[config.mk]
export PLATFORM = sky130hd
export DESIGN_NAME = risc16_mc_core
export DESIGN_NICKNAME = d
export VERILOG_FILES = /design/src/rtl/risc16_mc_core.sv
export SDC_FILE = /design/constraint.sdc
export NUM_CORES = 1
export LEC_CHECK = 0
export ABC_CLOCK_PERIOD_IN_PS = 8100
export CELL_PAD_IN_SITES_DETAIL_PLACEMENT = 0
export CELL_PAD_IN_SITES_GLOBAL_PLACEMENT = 1
export CORE_ASPECT_RATIO = 0.6
export CORE_MARGIN = 5
export CORE_UTILIZATION = 35
export CTS_CLUSTER_SIZE = 8
export DETAILED_ROUTE_END_ITERATION = 7
export GPL_ROUTABILITY_DRIVEN = 0
export PLACE_DENSITY_LB_ADDON = 0.1
export SLEW_MARGIN = 10
export SYNTH_ARGS = -nofsm -noshare
export SYNTH_HDL_FRONTEND = slang
export SYNTH_SLANG_ARGS = --single-unit
[constraint.sdc]
create_clock -name clk -period 8.1 [get_ports clk]
set_clock_uncertainty 0.05 [all_clocks]
set_input_delay 0.81 -clock clk [delete_from_list [all_inputs] [get_ports clk]]
set_output_delay 0.81 -clock clk [all_outputs]
set_load 0.03 [all_outputs]
[src/rtl/risc16_mc_core.sv]
// Multicycle RiSC-16 core: FETCH/EXEC/MEM/HALT sequencer sharing one req/ready
// memory port for instructions and data, with halt-JALR and cycle/retire counters.
module risc16_mc_core #(
   parameter logic [15:0] RESET_PC = 16'h0000,
   parameter int unsigned CNT_W    = 32,
   parameter bit          HALT_EN  = 1'b1
) (
   input  logic             clk,
   input  logic             reset_n,
   output logic             mem_req,
   output logic             mem_we,
   output logic [15:0]      mem_addr,
   output logic [15:0]      mem_wdata,
   input  logic             mem_ready,
   input  logic [15:0]      mem_rdata,
   output logic [15:0]      curr_pc,
   output logic [15:0]      curr_instr,
   output logic             retire,
   output logic             halted,
   output logic [CNT_W-1:0] cycle_cnt,
   output logic [CNT_W-1:0] instret_cnt
);

   localparam logic [2:0] OP_ADD  = 3'd0;
   localparam logic [2:0] OP_ADDI = 3'd1;
   localparam logic [2:0] OP_NAND = 3'd2;
   localparam logic [2:0] OP_LUI  = 3'd3;
   localparam logic [2:0] OP_SW   = 3'd4;
   localparam logic [2:0] OP_LW   = 3'd5;
   localparam logic [2:0] OP_BEQ  = 3'd6;
   localparam logic [2:0] OP_JALR = 3'd7;

   typedef enum logic [1:0] {FETCH, EXEC, MEM, HALT} state_t;

   state_t           state_q;
   logic [15:0]      pc_q;
   logic [15:0]      instr_q;
   logic [15:0]      rf_q [8];
   logic             mem_req_q;
   logic             retire_q;
   logic             halted_q;
   logic [CNT_W-1:0] cycle_q;
   logic [CNT_W-1:0] instret_q;

   logic [2:0]  op, ra, rb, rc, portXAddr;
   logic [15:0] simm, rdX, rdB, pcPlus1, effAddr, aluResult, nextPc;
   logic        writesReg, isHalt, isMemOp, cntEn;

   assign op      = instr_q[15:13];
   assign ra      = instr_q[12:10];
   assign rb      = instr_q[9:7];
   assign rc      = instr_q[2:0];
   assign simm    = {{9{instr_q[6]}}, instr_q[6:0]};
   assign pcPlus1 = pc_q + 16'd1;

   // Port X reads rC for the register-register ops and rA for everything else
   assign portXAddr = (op == OP_ADD || op == OP_NAND) ? rc : ra;
   assign rdX       = (portXAddr == 3'd0) ? 16'h0000 : rf_q[portXAddr];
   assign rdB       = (rb == 3'd0) ? 16'h0000 : rf_q[rb];
   assign effAddr   = rdB + simm;

   assign isMemOp = (op == OP_SW) || (op == OP_LW);
   assign isHalt  = HALT_EN && (op == OP_JALR) && (instr_q[6:0] != 7'd0);

   always_comb begin
      aluResult = pcPlus1;
      nextPc    = pcPlus1;
      writesReg = 1'b0;
      case (op)
         OP_ADD:  begin aluResult = rdB + rdX;             writesReg = 1'b1; end
         OP_ADDI: begin aluResult = rdB + simm;            writesReg = 1'b1; end
         OP_NAND: begin aluResult = ~(rdB & rdX);          writesReg = 1'b1; end
         OP_LUI:  begin aluResult = {instr_q[9:0], 6'b0};  writesReg = 1'b1; end
         OP_BEQ:  if (rdX == rdB) nextPc = pcPlus1 + simm;
         OP_JALR: begin nextPc = rdB;                      writesReg = 1'b1; end
         default: ;
      endcase
   end

   // The idle FETCH cycle right after reset release is not counted
   assign cntEn = (state_q != HALT) && !(state_q == FETCH && !mem_req_q);

   always_ff @(posedge clk or negedge reset_n) begin
      if (!reset_n) begin
         state_q   <= FETCH;
         pc_q      <= RESET_PC;
         instr_q   <= 16'h0000;
         mem_req_q <= 1'b0;
         retire_q  <= 1'b0;
         halted_q  <= 1'b0;
         cycle_q   <= '0;
         instret_q <= '0;
         for (int i = 0; i < 8; i++) rf_q[i] <= 16'h0000;
      end else begin
         retire_q <= 1'b0;
         if (cntEn) cycle_q <= cycle_q + CNT_W'(1);
         case (state_q)
            FETCH: begin
               if (!mem_req_q) begin
                  mem_req_q <= 1'b1;
               end else if (mem_ready) begin
                  instr_q   <= mem_rdata;
                  mem_req_q <= 1'b0;
                  state_q   <= EXEC;
               end
            end
            EXEC: begin
               if (isMemOp) begin
                  mem_req_q <= 1'b1;
                  state_q   <= MEM;
               end else if (isHalt) begin
                  retire_q  <= 1'b1;
                  instret_q <= instret_q + CNT_W'(1);
                  halted_q  <= 1'b1;
                  state_q   <= HALT;
               end else begin
                  if (writesReg && ra != 3'd0) rf_q[ra] <= aluResult;
                  pc_q      <= nextPc;
                  retire_q  <= 1'b1;
                  instret_q <= instret_q + CNT_W'(1);
                  mem_req_q <= 1'b1;
                  state_q   <= FETCH;
               end
            end
            MEM: begin
               if (mem_ready) begin
                  if (op == OP_LW && ra != 3'd0) rf_q[ra] <= mem_rdata;
                  pc_q      <= pcPlus1;
                  retire_q  <= 1'b1;
                  instret_q <= instret_q + CNT_W'(1);
                  state_q   <= FETCH;
               end
            end
            HALT: mem_req_q <= 1'b0;
            default: state_q <= FETCH;
         endcase
      end
   end

   assign mem_req     = mem_req_q;
   assign mem_we      = (state_q == MEM) && (op == OP_SW);
   assign mem_addr    = (state_q == MEM) ? effAddr : pc_q;
   assign mem_wdata   = rdX;
   assign curr_pc     = pc_q;
   assign curr_instr  = instr_q;
   assign retire      = retire_q;
   assign halted      = halted_q;
   assign cycle_cnt   = cycle_q;
   assign instret_cnt = instret_q;

endmodule

==> out/qor.csv, run 1 <==
metric,value,unit
status,finished clean,
drt total wl,52680,um
Core Region,39380,um^2
vias per cell,5.731,
largest net degree at the start of global routing,111,
Final nets,1816,
worst-path cell chain,buf_4 -> mux4_2 -> inv_1 -> a21oi_1 -> inv_1 -> fa_1 -> nor2b_1 -> o21a_1 -> o21ai_0 -> a21oi_1 -> a2111oi_0 -> or3_1 -> mux2_2 -> clkdlybuf4s50_1,
CTS tree,done,
Hold Fails Final Rpt,0,
depth of the CTS H-tree,1,
fin crit share,0.8103,
setup_tns,0,ns
Slowest cell on crit path,a21oi_1,
die width,268.7,um
fin crit period,6.563,ns
Starting Density,0.3568,
#FFs+latches synth,213,
FILL cells,3906,
PnR worst setup slack,1.537,ns
max-slew violation count,0,
Die ar.,44380,um^2
"Data required, critical path",7.24,ns
top achievable clock speed,0.1524,GHz
yosys warns,0,
Worst Setup End Kind,primary output,
"slowest stage delay, CP",0.82,ns
Ports,151,
critical path endpoint,mem_addr[14],
DR vias,12981,
die span in y,165.2,um
Max Cap Violations,0,
"Async S/R FF share, synth",1.000,
"EDFF count, synth",0,
Crit Path Max Fanout,24,
synthesis-to-finish area growth,19.82,%
worst hold path type,primary input to asynchronous set/reset pin,
worst reg2reg endpoint,rf_q[107],
reg-to-reg setup timing slack,2.01,ns
clk slew on worst S/H paths,0.06,ns
post-cts sizing count,0,
kind of critical path,register to primary output,
Slew HR,0.1796,
worst skew pair latency,0.57,ns
cells on worst reg2reg path,14,
Least-Margin Pin Slew,1.231,ns
cts bufs inserted,30,
Syn Nets,1702,
CTS Hold Buffers Added,0,
vias in the first global route,12373,
# rows,56,
crit path launch type,register,
Longest Clk Path Bufs,3,
initial antenna violation count,0,
register area share after synthesis,0.3793,
GRT Resource Usage Total,0.2327,
Crit. Startpoint,curr_instr[8],
clock sink count,213,
pre-CTS setup slack,2.252,ns
wire per inst,23.26,um
multi-input logic area,8149,um^2
Avg Inst Size Synth,8.636,um^2
Detailed Routing Iterations Pass 1,7,
grt ovf,0,
Starting DRT DRC Count,1245,
number of port buffers,150,
ys flop type,dfrtp_1,
wire length of the first global-routing pass,79160,um
Final ANT Viol Nets,0,
CTS Root Cell,clkbuf_16,
RSZ-0062 raised after global routing,no,
final setup fails,0,
HPWL Detailed,38940,um
Yosys cell types,72,
Worst Path Arrival,5.70,ns
Reg area,5331,um^2
layout cells sized above 1,0.08553,
DR DRC count,0,
worst r2r src,curr_instr[13],
"Setup Fix Bufs, Post-CTS",0,
mapped cell area,14050,um^2
Post-Synthesis Cells,1627,
==> area by class of cell <==
class / count / area share
multi-input cells: 1267 / 0.4840
flip-flops and latches: 213 / 0.3167
repair buffers: 180 / 0.1029
clock buffers: 32 / 0.04630
well taps: 522 / 0.03879
inverters: 49 / 0.01092
clock inverters: 1 / 0.0002973
diodes: 1 / 0.0001486
==> critical path: cells and delay by family (launching register included) <==
family | cells | cell delay, ns
AOI/OAI and AO/OA | 5 | 1.60
adders and majority gates | 1 | 0.44
buffers and inverters | 4 | 1.27
DFF | 1 | 0.68
muxes | 2 | 0.55
and+or+nand+nor | 2 | 0.56
==> sequential cells by signal, summed over array words and instances (netlist names) <==
signal / count
curr_pc: 16
rf_q: 112
state_q: 2
curr_instr: 16
mem_req: 1
instret_cnt: 32
cycle_cnt: 32
retire: 1
halted: 1
==> Yosys cell counts (all sizes together) (27+ instances only) <==
cell,instances,area [um^2]
nand2,271,1017
a21oi,134,670.6
ha,53,663.1
inv,49,183.9
nor2,103,386.6
and3,29,181.4
dfrtp,213,5330
xor2,27,236.5
xnor2,79,691.9
o21ai,152,783.2
nand3,61,305.3
clkbuf,74,277.8
mux2,48,540.5
==> worst min-delay path by stage <==
stage | start | endpoint | slack [ns] | depth (start not counted)
3_3_place_gp | instret_cnt[31] | instret_cnt[31] | 0.41 | 1
4_1_cts | reset_n | rf_q[68] | 0.31 | 1
5_1_grt | reset_n | rf_q[68] | 0.35 | 1
2_1_floorplan | rf_q[41] | rf_q[41] | 0.42 | 2
6_report | reset_n | rf_q[38] | 0.26 | 1
3_5_place_dp | halted | halted | 0.41 | 1
==> placed cells by master, fill, tap and decap left out, types with 7 or more instances in the layout <==
cell	n
inv_1	49
clkbuf_16	31
nor3_1	17
mux4_2	16
o221ai_1	8
a21o_1	15
a211oi_1	10
o21ai_0	112
mux2i_1	7
and2_1	8
xnor2_1	79
nand2_1	271
mux2_2	48
buf_4	30
clkdlybuf4s50_1	149
nor2_1	103
a21oi_1	134
ha_1	52
o211ai_1	17
nand4_1	21
a221oi_1	23
a31oi_1	12
nand3_1	61
and4_1	9
or3_1	8
nand2b_1	7
xor2_1	27
o21ai_1	33
dfrtp_1	212
and3_1	29
a22oi_1	10
nor2b_1	17
o21a_1	14
==> kinds of logic (layout without fill, tap and decap cells) <==
family	count (synthesis)	in the layout	synth area share
mux	73	73	0.07053
compound gates	455	455	0.2008
simple gates	577	577	0.1877
xor+xnor	106	106	0.06607
other cells	0	1	0
buf+inv	147	262	0.04408
flops	213	213	0.3793
fa+ha+maj	56	56	0.05147
==> per-layer routing <==
metal	part of all wire	global-route usage	vias to the layer above	routed length [um]
li1	-	-	6052	-
met1	0.51	0.3766	6351	26770
met2	0.38	0.3073	529	20200
met4	0.013	0.03703	0	693
met5	0	0	-	0
met3	0.095	0.06382	49	5026
==> through the flow <==
stage / cell area [um^2] / std cells / hold slack (ns) / utilization
after CTS: 16830 / 2264 / 0.3136 / 0.4275
after global routing: 16830 / 2264 / 0.3550 / 0.4275
final: 16840 / 2265 / 0.2556 / 0.4276
after global placement: 16050 / 2231 / 0.4092 / 0.4076
after detailed placement: 16050 / 2231 / 0.4094 / 0.4076
after floorplan: 14050 / 1627 / 0.4160 / -
Power of run 1 is not shown: default switching activity piles up to over one toggle a cycle in this logic, so the estimate is an artifact.
==> run 2, diff against run 1 <==
- ABC_CLOCK_PERIOD_IN_PS: 8100 -> 5400
- clock period: 8.1 -> 5.4 ns (I/O delays scaled with it)
==> run 2 against run 1 <==
Effect of this change: the flow now finishes with violations (negative hold slack); worst setup slack lost 1.3 ns; final area grew 2.8%; critical path depth grew 1; register-to-register slack got worse by 1.6 ns; global-route usage fell by 0.11 points; hold slack lost 0.30 ns; first-iteration DRC count is 6.5% higher; die area unchanged; via count increased by 0.76%; sequential share of layout area decreased by 0.84 points; critical path type unchanged; largest cell class unchanged; highest routed layer unchanged.
==> out/qor.csv, run 2 (same netlist as run 1, synthesis figures left out) <==
metric,value,unit,change
Starting DRT DRC Count,1326,,"was 1,245"
max reg flops,112,,unchanged
synthesis-to-finish area growth,23.12,%,was 19.82%
critical path's top delay family,compound AO/OA/AOI/OAI gates,,unchanged
status,"finished, violations left",,was finished clean
largest net degree at the start of global routing,121,,was 111
Starting Density,0.3568,,unchanged
die span in y,165.2,um,unchanged
worst hold path type,primary input to asynchronous set/reset pin,,unchanged
crit path launch type,register,,unchanged
CTS tree,done,,unchanged
wire length of the first global-routing pass,79000,um,"was 79,160 um"
most flop-heavy register,rf_q,,unchanged
fin crit share,0.9529,,
grt ovf,0,,unchanged
worst-path cell chain,nor2b_1 -> a221oi_1 -> a21oi_1 -> ha_1 -> inv_1 -> fa_1 -> nor2b_1 -> o21a_1 -> o21ai_0 -> a21oi_1 -> buf_4 -> a21oi_1 -> xnor2_1 -> mux2_2 -> clkdlybuf4s50_1,,was buf_4 -> mux4_2 -> inv_1 -> a21oi_1 -> inv_1 -> fa_1 -> nor2b_1 -> o21a_1 -> o21ai_0 -> a21oi_1 -> a2111oi_0 -> or3_1 -> mux2_2 -> clkdlybuf4s50_1
Reg area,5333,um^2,was 5331 um^2
drt total wl,52580,um,"was 52,680 um"
layout cells sized above 1,0.1171,,was 0.08553
final setup fails,0,,unchanged
"most common cell after layout, fill and taps aside",nand2_1,,unchanged
GRT Resource Usage Total,0.2316,,was 0.2327
"slowest stage delay, CP",0.66,ns,was 0.82 ns
multi-input logic area,8154,um^2,was 8149 um^2
kind of critical path,register to primary output,,unchanged
# diodes,0,,was 1
Slew HR,0.2325,,was 0.1796
WP buf/inv,3,,was 4
Hold Fails Final Rpt,12,,was 0
vias per cell,5.648,,was 5.731
failing checks,negative hold slack,,
Ports,151,,unchanged
Detailed Routing Iterations Pass 1,5,,was 7
cts bufs inserted,31,,was 30
max-slew violation count,0,,unchanged
clock sink count,213,,unchanged
Crit Path Max Fanout,10,,was 24
setup_tns,0,ns,unchanged
Min Hold Slack,-0.04631,ns,was 0.2556 ns
wire per inst,22.70,um,was 23.26 um
initial antenna violation count,2,,was 0
HPWL Detailed,39390,um,"was 38,940 um"
"Data required, critical path",4.81,ns,was 7.24 ns
DR DRC count,0,,unchanged
top achievable clock speed,0.1943,GHz,
number of port buffers,150,,unchanged
DR vias,13080,,was 12.98k
vias in the first global route,12153,,was 12.37k
clk slew on worst S/H paths,0.05,ns,was 0.06 ns
Die ar.,44380,um^2,unchanged
die width,268.7,um,unchanged
worst skew pair latency,0.58,ns,was 0.57 ns
RSZ-0062 raised after global routing,no,,unchanged
# rows,56,,unchanged
Final nets,1866,,"was 1,816"
FILL cells,3899,,"was 3,906"
CP dominant cell by count,a21oi_1,,
Worst Setup End Kind,primary output,,unchanged
most frequent cells in the layout,"nand2_1 (271), dfrtp_1 (211), clkdlybuf4s50_1 (140)",,"was nand2_1 (271), dfrtp_1 (212), clkdlybuf4s50_1 (149)"
Worst Path Arrival,4.56,ns,was 5.70 ns
Max Cap Violations,0,,unchanged
Crit. Startpoint,curr_instr[8],,unchanged
Core Region,39380,um^2,unchanged
worst r2r src,curr_instr[13],,unchanged
Least-Margin Pin Slew,1.149,ns,was 1.231 ns
depth of the CTS H-tree,1,,unchanged
Final ANT Viol Nets,0,,unchanged
CTS Root Cell,clkbuf_16,,unchanged
Longest Clk Path Bufs,3,,unchanged
fin crit period,5.146,ns,
Slowest cell on crit path,clkdlybuf4s50_1,,was a21oi_1
==> run 2: cell count changes in the layout (fill, tap and decap cells not counted), sizes merged <==
| cell | previous run | this run |
|---|---|---|
| clkbuf | 32 | 35 |
| diode | 1 | 0 |
| buf | 31 | 89 |
| clkdlybuf4s50 | 149 | 140 |
==> run 2: path summary, 6_finish.rpt <==
check	endpoint	slack, ns	depth (start not counted)
max in group asynchronous	instret_cnt[3]	4.23	2
worst max register to register	rf_q[60]	0.39	22
min in group clk	cycle_cnt[31]	0.42	1
worst min register to register	cycle_cnt[31]	0.42	1
worst min-delay path	rf_q[4]	-0.05	1
worst max-delay path	mem_addr[8]	0.25	15
==> run 2: per-stage QoR <==
| step | area, um^2 | instances | hold WS, ns | utilization | setup slack (ns) |
|---|---|---|---|---|---|
| finish | 17300 | 2316 | -0.04631 | 0.4393 | 0.2544 |
| global route | 17300 | 2316 | 0.07534 | 0.4393 | 0.03275 |
| CTS | 17260 | 2312 | 0.04148 | 0.4383 | 0.06852 |
| detailed placement | 16440 | 2276 | 0.4138 | 0.4174 | 0.5210 |
| global placement | 16440 | 2276 | 0.3991 | 0.4174 | 0.4776 |
| floorplan | 14050 | 1627 | 0.1944 | - | 0.01071 |
==> run 2: cell type report <==
type	instances	share of cell area
Clock buffer	35	0.04687
Multi-Input combinational cell	1267	0.4714
Sequential cell	213	0.3083
Timing Repair Buffer	229	0.1246
Inverter	49	0.01063
Clock inverter	1	0.0005063
Tap cell	522	0.03775
==> run 2: timing repair <==
| action | CTS | global route |
|---|---|---|
| endpoints found under the hold margin | 0 | 0 |
| hold buffers | 0 | 0 |
| buffers inserted | 0 | 4 |
| endpoints found under the setup margin | 1 | 2 |
| gates resized for setup | 1 | 4 |
==> run 2: layer usage <==
metal / GRT usage / part of all wire
met4: 0.03263 / 0.015
met1: 0.3784 / 0.52
met3: 0.06782 / 0.093
met5: 0 / 0
met2: 0.3001 / 0.38
Power of run 2 is left out for the same reason.
